[src/rtl/pmu_uart_pkg.sv]
// Shared protocol constants, FSM state encoding and ASCII digit helpers
// for the PMU readout UART protocol.
package pmu_uart_pkg;

  localparam logic [7:0] ESCAPE_CHARCTER    = 8'h0D;
  localparam logic [7:0] CLEAN_CHARCTER     = 8'h20;
  localparam logic [7:0] LINEFEED           = 8'h0A;
  localparam logic [7:0] NEWLINE            = 8'h0D;
  localparam logic [3:0] ASCII_DIGIT_PREFIX = 4'h3;

  typedef enum logic [2:0] {
    ST_IDLE,
    ST_TX_CLEAN,
    ST_TX_DIGIT,
    ST_TX_ESC,
    ST_RX_HI,
    ST_RX_LO,
    ST_RX_LF,
    ST_RX_CR
  } pmu_state_t;

  // Nibbles 10..15 map onto 0x3A..0x3F rather than letters.
  function automatic logic [7:0] hex_to_ascii(input logic [3:0] nibble);
    return {ASCII_DIGIT_PREFIX, nibble};
  endfunction

  function automatic logic ascii_is_digit(input logic [7:0] b);
    return (b[7:4] == ASCII_DIGIT_PREFIX);
  endfunction

endpackage

[src/rtl/pmu_query_master.sv]
// PMU readout query initiator: sends clean/index/escape bytes, parses the 4-byte reply.
// Optional response timeout is enabled by defining PMU_QUERY_TIMEOUT_EN.
//
// state       | meaning
// IDLE        | ready for a request, stray received bytes dropped
// TX_CLEAN    | sending clean character
// TX_DIGIT    | sending index digits, MSB digit first
// TX_ESC      | sending command terminator
// RX_HI/RX_LO | expecting high/low value digit
// RX_LF/RX_CR | expecting line feed / carriage return
module pmu_query_master
  import pmu_uart_pkg::*;
#(
  parameter int COUNTERSIZE    = 8,
  parameter int REGISTER_SIZE  = 4,
  parameter int TIMEOUT_CYCLES = 200000
) (
  input  logic                     clk,
  input  logic                     rst,
  input  logic [REGISTER_SIZE-1:0] req_reg,
  input  logic                     req_valid,
  output logic                     req_ready,
  output logic [7:0]               m_axis_tdata,
  output logic                     m_axis_tvalid,
  input  logic                     m_axis_tready,
  input  logic [7:0]               s_axis_tdata,
  input  logic                     s_axis_tvalid,
  output logic                     s_axis_tready,
  output logic [COUNTERSIZE-1:0]   rsp_value,
  output logic                     rsp_valid,
  output logic                     rsp_error,
  output logic                     busy
);

  localparam int NDIG  = (REGISTER_SIZE + 3) / 4;
  localparam int REQ_W = NDIG * 4;
  localparam int IDX_W = (NDIG > 1) ? $clog2(NDIG) : 1;

  pmu_state_t             r_state;
  pmu_state_t             w_state_nxt;
  logic [REQ_W-1:0]       r_req;
  logic [IDX_W-1:0]       r_idx;
  logic [3:0]             r_hi;
  logic [3:0]             r_lo;
  logic [COUNTERSIZE-1:0] r_rsp_value;
  logic                   r_rsp_valid;
  logic                   r_rsp_error;

  logic [3:0] w_nib;
  logic [7:0] w_tdata;
  logic       w_tvalid;
  logic       w_rx_ready;
  logic       w_in_rx;
  logic       w_rx_fire;
  logic       w_tmo_hit;
  logic       w_ok;
  logic       w_err;

  assign w_nib     = r_req[{r_idx, 2'b00} +: 4];
  assign w_in_rx   = (r_state == ST_RX_HI) || (r_state == ST_RX_LO) ||
                     (r_state == ST_RX_LF) || (r_state == ST_RX_CR);
  assign w_rx_fire = s_axis_tvalid && w_rx_ready;

`ifdef PMU_QUERY_TIMEOUT_EN
  localparam int TMO_W = $clog2(TIMEOUT_CYCLES + 1);
  logic [TMO_W-1:0] r_tmo;

  // Cleared outside RX and on every accepted byte, so it measures silence on the line.
  always_ff @(posedge clk or negedge rst) begin
    if (!rst)                      r_tmo <= '0;
    else if (!w_in_rx || w_rx_fire) r_tmo <= '0;
    else if (!w_tmo_hit)           r_tmo <= r_tmo + 1'b1;
  end

  assign w_tmo_hit = w_in_rx && (r_tmo == TMO_W'(TIMEOUT_CYCLES - 1));
`else
  assign w_tmo_hit = (TIMEOUT_CYCLES < 0);
`endif

  always_comb begin
    w_state_nxt = r_state;
    w_tdata     = 8'h00;
    w_tvalid    = 1'b0;
    w_rx_ready  = 1'b0;
    w_ok        = 1'b0;
    w_err       = 1'b0;
    case (r_state)
      ST_IDLE: begin
        w_rx_ready = 1'b1;
        if (req_valid) w_state_nxt = ST_TX_CLEAN;
      end
      ST_TX_CLEAN: begin
        w_tdata  = CLEAN_CHARCTER;
        w_tvalid = 1'b1;
        if (m_axis_tready) w_state_nxt = ST_TX_DIGIT;
      end
      ST_TX_DIGIT: begin
        w_tdata  = hex_to_ascii(w_nib);
        w_tvalid = 1'b1;
        if (m_axis_tready && (r_idx == '0)) w_state_nxt = ST_TX_ESC;
      end
      ST_TX_ESC: begin
        w_tdata  = ESCAPE_CHARCTER;
        w_tvalid = 1'b1;
        if (m_axis_tready) w_state_nxt = ST_RX_HI;
      end
      ST_RX_HI, ST_RX_LO: begin
        w_rx_ready = 1'b1;
        if (s_axis_tvalid) begin
          if (!ascii_is_digit(s_axis_tdata)) w_err = 1'b1;
          else w_state_nxt = (r_state == ST_RX_HI) ? ST_RX_LO : ST_RX_LF;
        end
      end
      ST_RX_LF: begin
        w_rx_ready = 1'b1;
        if (s_axis_tvalid) begin
          if (s_axis_tdata == LINEFEED) w_state_nxt = ST_RX_CR;
          else w_err = 1'b1;
        end
      end
      ST_RX_CR: begin
        w_rx_ready = 1'b1;
        if (s_axis_tvalid) begin
          if (s_axis_tdata == NEWLINE) w_ok = 1'b1;
          else w_err = 1'b1;
        end
      end
      default: w_state_nxt = ST_IDLE;
    endcase
    // A byte landing on the timeout cycle takes priority over the timeout.
    if (w_tmo_hit && !s_axis_tvalid) w_err = 1'b1;
    if (w_ok || w_err) w_state_nxt = ST_IDLE;
  end

  always_ff @(posedge clk or negedge rst) begin
    if (!rst) begin
      r_state     <= ST_IDLE;
      r_req       <= '0;
      r_idx       <= '0;
      r_hi        <= '0;
      r_lo        <= '0;
      r_rsp_value <= '0;
      r_rsp_valid <= 1'b0;
      r_rsp_error <= 1'b0;
    end else begin
      r_state     <= w_state_nxt;
      r_rsp_valid <= w_ok;
      r_rsp_error <= w_err;
      if ((r_state == ST_IDLE) && req_valid) r_req <= REQ_W'(req_reg);
      if ((r_state == ST_TX_CLEAN) && m_axis_tready) r_idx <= IDX_W'(NDIG - 1);
      if ((r_state == ST_TX_DIGIT) && m_axis_tready && (r_idx != '0)) r_idx <= r_idx - 1'b1;
      if ((r_state == ST_RX_HI) && s_axis_tvalid) r_hi <= s_axis_tdata[3:0];
      if ((r_state == ST_RX_LO) && s_axis_tvalid) r_lo <= s_axis_tdata[3:0];
      if (w_ok) r_rsp_value <= COUNTERSIZE'({r_hi, r_lo});
    end
  end

  assign req_ready     = (r_state == ST_IDLE);
  assign busy          = (r_state != ST_IDLE);
  assign m_axis_tdata  = w_tdata;
  assign m_axis_tvalid = w_tvalid;
  assign s_axis_tready = w_rx_ready;
  assign rsp_value     = r_rsp_value;
  assign rsp_valid     = r_rsp_valid;
  assign rsp_error     = r_rsp_error;

endmodule

[config.mk]
export PLATFORM = sky130hd
export DESIGN_NAME = pmu_query_master
export DESIGN_NICKNAME = d
export VERILOG_FILES = /design/src/rtl/pmu_uart_pkg.sv /design/src/rtl/pmu_query_master.sv
export SDC_FILE = /design/constraint.sdc
export NUM_CORES = 1
export LEC_CHECK = 0
export CORE_AREA = 3 3 62 64
export CTS_BUF_LIST = sky130_fd_sc_hd__clkbuf_16
export DETAILED_ROUTE_END_ITERATION = 16
export DIE_AREA = 0 0 65 67
export HOLD_SLACK_MARGIN = 0.03
export PLACE_DENSITY = 0.72
export SLEW_MARGIN = 5
export SYNTH_ARGS = -nofsm -noshare
export SYNTH_HDL_FRONTEND = slang
export SYNTH_SLANG_ARGS = --single-unit
[constraint.sdc]
create_clock -name clk -period 2 [get_ports clk]
set_input_delay 0.3 -clock clk [delete_from_list [all_inputs] [get_ports clk]]
set_output_delay 0.3 -clock clk [all_outputs]
set_load 0.01 [all_outputs]
**Yosys cells after proc, flatten, opt, wreduce, memory -nomap -nowiden**

Index checks and enable logic that the tools add are counted.

- Output and inout bits: 22
- Logic and storage cells: 71
- Flip-flop bits (word level): 26
- Input bits: 17

- Reduce and logical (&&, ||, !) cells: 16
- Eq/ne operators: 18
- Add/subtract/negate cells: 1
- Mux-type cells: 26
- Bitwise logic cells: 1
- Shift operators: 1

Operators with widths:

| operator | count |
|---|---|
| two-way mux 3 bit | 9 |
| one-hot mux 3 bit (6 select lines) | 1 |
| one-hot mux 6 bit (3 select lines) | 1 |
| == test 8 x 4 -> 1 bit, second input constant | 2 |
| != test 3 bit, second input constant | 5 |
| two-way mux 1 bit | 13 |
| == test 3 bit, second input constant | 4 |
| AND reduction 9 bit | 1 |
| logical AND 1 bit | 7 |
| nonzero test 7 bit | 1 |
| == test 3 x 2 -> 1 bit, second input constant | 2 |
| != test 3 x 2 -> 1 bit, second input constant | 2 |
| OR reduction 5 bit | 1 |
| == test 4 x 2 -> 1 bit, second input constant | 1 |
| indexed part select 4 x 4 -> 4 bit | 1 |
| == test 3 x 1 -> 1 bit, second input constant | 1 |
| zero test 3 bit | 1 |
| != test 3 x 1 -> 1 bit, second input constant | 1 |
| one-hot mux 1 bit (3 select lines) | 1 |
| nonzero test 3 bit | 1 |
| OR reduction 3 bit | 1 |
| two-way mux 2 bit | 1 |
| nonzero test 2 bit | 1 |
| OR reduction 2 bit | 1 |
| other kinds (3) | 3 |

**Logic depth before layout (Yosys ltp)**

- Depth after elaboration: 7
- Mapped depth: 8
- Mapped depth without buffers: 7

**Worst setup path after synthesis**

OpenSTA, ideal clock, no wires.

- Path kind: reg2reg
- From: register r_state[1]
- To: register r_state[1]
- Arrival: 1.907 ns
- Path slack: 0.020 ns
- Setup time: 0.073 ns
- Stages on the path, launching flop included: 9
- Required time: 1.927 ns
- Path buffers: 1
- Clock period less this slack: 1.980 ns
- Cell sequence: dfrtp_1 > inv_1 > ha_1 > buf_6 > nor2_4 > o22ai_2 > o32a_4 > or4_4 > a21oi_2

- Longest elaborated chain between the ends: 6
- Elaborated cells between the ends (all ways): 27
- Classes of those cells: eq/ne: 15; mux: 7; reduce/logical: 5

RTL lines:

| what | line | text |
|---|---|---|
| start, declared | pmu_query_master.sv:39 | `pmu_state_t r_state;` |
| start signal, assigned | pmu_query_master.sv:146 | `r_state <= w_state_nxt;` |
| == test 3 bit (on tied branches) | pmu_query_master.sv:87, pmu_query_master.sv:111 |  |
| OR reduction 2 bit or two-way mux 2 bit (tied branches) | pmu_query_master.sv:87, pmu_query_master.sv:111 |  |
| one-hot mux 1 bit (3 select lines) or two-way mux 3 bit (tied branches) | pmu_query_master.sv:87, pmu_query_master.sv:110 |  |
| logical OR 1 bit or two-way mux 3 bit (tied branches) | pmu_query_master.sv:132, pmu_query_master.sv:109 |  |
| nonzero test 7 bit (no source line), or another cell as far along | - |  |
| AND reduction 9 bit (no source line) or two-way mux 3 bit (tied branches) | - |  |

Several ways; a longest one is shown, not always the timed one. The select of a mux whose other input is x is not followed.
A chain may end at the register's enable or synchronous reset.

**Final worst setup path**

- From: register r_state[0]
- To: output port req_ready

- Longest elaborated chain between the ends: 1

RTL lines:

| what | line | text |
|---|---|---|
| zero test 3 bit | pmu_query_master.sv:158 | `assign req_ready = (r_state == ST_IDLE);` |
| end, declared | pmu_query_master.sv:22 | `output logic req_ready,` |

No other way between the ends.

==> flow_metrics.env <==
export IMPL_dr_pass1_iters=5
export IMPL_drt_total_wl_um=3356
export IMPL_cts_tree="done"
export IMPL_die_w_um=65
export IMPL_fin_skew_ps=3.127
export IMPL_ios=39
export IMPL_finalCriticalPeriod_ps=2016
export IMPL_total_power_mw=2.984
export IMPL_gp_congestion=0.8539
export IMPL_power_density_nw_per_um2=1419
export IMPL_cts_made_buffers=3
export IMPL_cts_buffer_depth=2
export IMPL_ir_drop_mv=0.7121
export IMPL_synth_largest_area_cell="dfrtp_1"
export IMPL_outcome="finished with violations"
export IMPL_postSynthCellCount=125
export IMPL_finalNonFillerCells=224
export IMPL_hold_viol=0
export IMPL_critical_path_max_stage_delay_ps=530
export IMPL_root_buffer="clkbuf_16"
export IMPL_grt_overflow_total=0
export IMPL_dp_hpwl_um=2343
export IMPL_fp_dieH_um=67
export IMPL_portBuffers=36
export IMPL_grt_pass1_vias=1111
export IMPL_synthesis_area_um2=1394
export IMPL_rsz0062_at_grt="yes"
export IMPL_rows=21
export IMPL_clock_latency_ps=260
export IMPL_crit_fanout=7
export IMPL_setup_ws_ps=-16.46
export IMPL_routed_via_density=5.049
export IMPL_setup_violations=1
export IMPL_yosysUniqueCellTypes=37
export IMPL_die_area_um2=4355
export IMPL_fin_setup_tns_ps=-16.46
export IMPL_start_util_pct=41.77
export IMPL_critical_path_class="reg2out"
export IMPL_ant_nets=0
export IMPL_synth_area_leaders="dfrtp_1 (47%), mux2_2 (16%), ha_1 (4.5%)"
export IMPL_dr_total_vias=1131
export IMPL_ys_warn_count=0
export IMPL_worst_path_buf_inv=3
export IMPL_ys_seq_elements=26
export IMPL_path_delay_family="buffers and inverters"
export IMPL_grt_util_all_layers_pct=15.19
export IMPL_cts_sinks=26
export IMPL_wl_per_cell_um=14.98
export IMPL_placed_cells=214
export IMPL_core_um2=3337
export IMPL_fin_nets=201
export IMPL_path_cells="inv_2 -> ha_4 -> nand2b_1 -> inv_1 -> clkdlybuf4s50_1"
export IMPL_cp_required_ps=1700
export IMPL_drc_errors=0
export IMPL_maxSlewViolCount=0
export IMPL_reg2reg_slack_ps=30
export IMPL_diodes=0
export IMPL_drt_iter0_markers=59
export IMPL_worstSetupPathDepth=5
export IMPL_ys_seq_area_share_pct=46.68
export IMPL_hold_class="in2async"
export IMPL_synth_top_area_share_pct=46.68
export IMPL_clock_fmax_mhz=495.9
export IMPL_final_layout_size_suffix_gt1_share_pct=36.52
export IMPL_p_leak_nw=0.9559
export IMPL_cts_max_level=1
export IMPL_critical_path_slowest_cell="clkdlybuf4s50_1"
export IMPL_antenna_found_initial=0
export IMPL_cp_end_kind="output pin"
export IMPL_fin_crit_sh_pct=100.8
export IMPL_clk_pin_slew_ps=70
export IMPL_rr_worst_depth=7
export IMPL_crit_arrival_ps=1720
export IMPL_violations="negative setup slack"
export IMPL_setup_worst_path_start_class="register"
export IMPL_maxCapViolCount=0
export IMPL_area_delta_synth_final_pct=50.81
export IMPL_avgSynthCellArea_um2=11.15
export IMPL_grt_max_degree=27
export IMPL_grt_first_pass_wirelength_um=5016
==> flip-flops by register name, indices dropped and copies added (netlist names) <==
| register | flops |
|---|---|
| r_hi | 4 |
| r_idx | 1 |
| r_lo | 4 |
| r_req | 4 |
| r_state | 3 |
| rsp_error | 1 |
| rsp_valid | 1 |
| rsp_value | 8 |
==> synthesized netlist by cell type <==
master     instances
a31oi_1            1
nand3_1            3
mux2_2            20
a2bb2oi_1          2
a21boi_0           1
o21a_1             1
a21oi_1            6
nor3_1             1
ha_1               5
nand4_1            1
buf_4              2
nor3b_1            2
buf_1              1
a31o_2             1
buf_2              1
o22ai_2            1
a21oi_2            1
or4_4              1
dfrtp_1           26
nor4_1             2
clkbuf_1           1
and3_1             1
nor2b_1            3
nor2_1            10
buf_6              2
nand2b_1           3
nand4b_1           1
o31ai_1            3
o211a_1            1
o32a_4             1
nor2_4             1
o221ai_1           1
o21ai_0            2
inv_1              8
conb_1             1
nor3_2             1
nand2_1            6
==> metal layers <==
layer	routed length, um	track usage [%]
met1	1461	18.72
met2	1670	26.18
met3	191	3.541
met4	32	4.749
met5	0	0
==> timing repair <==
item / in CTS / in global routing
gates resized for setup: 17 / 16
pin swaps: 0 / 3
buffers inserted: 1 / 5
endpoints found under the setup margin: 19 / 17
hold buffers: 0 / 0
==> layout make-up <==
class	instances	area [um2]
inverter	8	30.03
multi-input combinational	85	752.0
clock buffer	3	75.07
fill	279	1235
timing repair buffer	55	503.0
tap	46	57.56
clock inverter	1	30.03
sequential	26	654.4
==> cells by family after synthesis <==
logic type / count (synthesis) / synth area share (%)
flip-flops: 26 / 46.68
AO/OA/AOI/OAI: 22 / 12.39
multiplexers: 20 / 16.16
adder cells (fa/ha/maj): 5 / 4.488
buffers and inverters: 15 / 5.744
other: 1 / 0.2690
AND/OR/NAND/NOR: 36 / 14.27
==> worst reg2reg max path: cells and delay by family, from the launching register on <==
| kind | cells | cell delay [ps] |
|---|---|---|
| DFF | 1 | 420 |
| and+or+nand+nor | 2 | 590 |
| buffers and inverters | 1 | 150 |
| AOI/OAI and AO/OA | 3 | 540 |
| adders and majority gates | 1 | 190 |
==> cell usage in the layout (no fill, tap or decap), drive strengths merged, types with 2 or more instances in the layout <==
cell,n
o21ai,2
nor2,11
clkbuf,3
nor3b,2
nand3,3
clkdlybuf4s50,28
nor4,2
a2bb2oi,2
nor2b,3
o31ai,3
clkdlybuf4s15,2
conb,2
inv,8
a21oi,7
nand2b,3
dlygate4sd2,5
dfrtp,26
buf,19
nor3,2
ha,5
nand2,6
mux2,20
==> power by group <==
group	total, mW	internal [mW]	switching, mW
Sequential	0.824	0.694	0.130
Combinational	1.57	0.866	0.706
Clock	0.587	0.398	0.189
==> path summary, 6_finish.rpt <==
check                                  end       start
min in group clk                   r_hi[0]     r_hi[0]
max in group asynchronous       r_state[2]         rst
worst max register to register  r_state[1]  r_state[0]
worst min-delay path               r_lo[2]         rst
worst max-delay path             req_ready  r_state[0]
worst min register to register     r_hi[0]     r_hi[0]
==> per-stage QoR <==
step,hold slack [ps],utilization [%],setup WS [ps],area (um2)
2_1_floorplan,4.409,-,19.97,1398
3_3_place_gp,482.8,55.83,-31.40,1863
3_5_place_dp,487.9,55.83,-67.57,1863
4_1_cts,411.1,59.96,-118.4,2001
5_1_grt,434.2,62.99,-58.37,2102
6_report,396.9,62.99,-16.46,2102
Power figures use the tool's default switching activity.
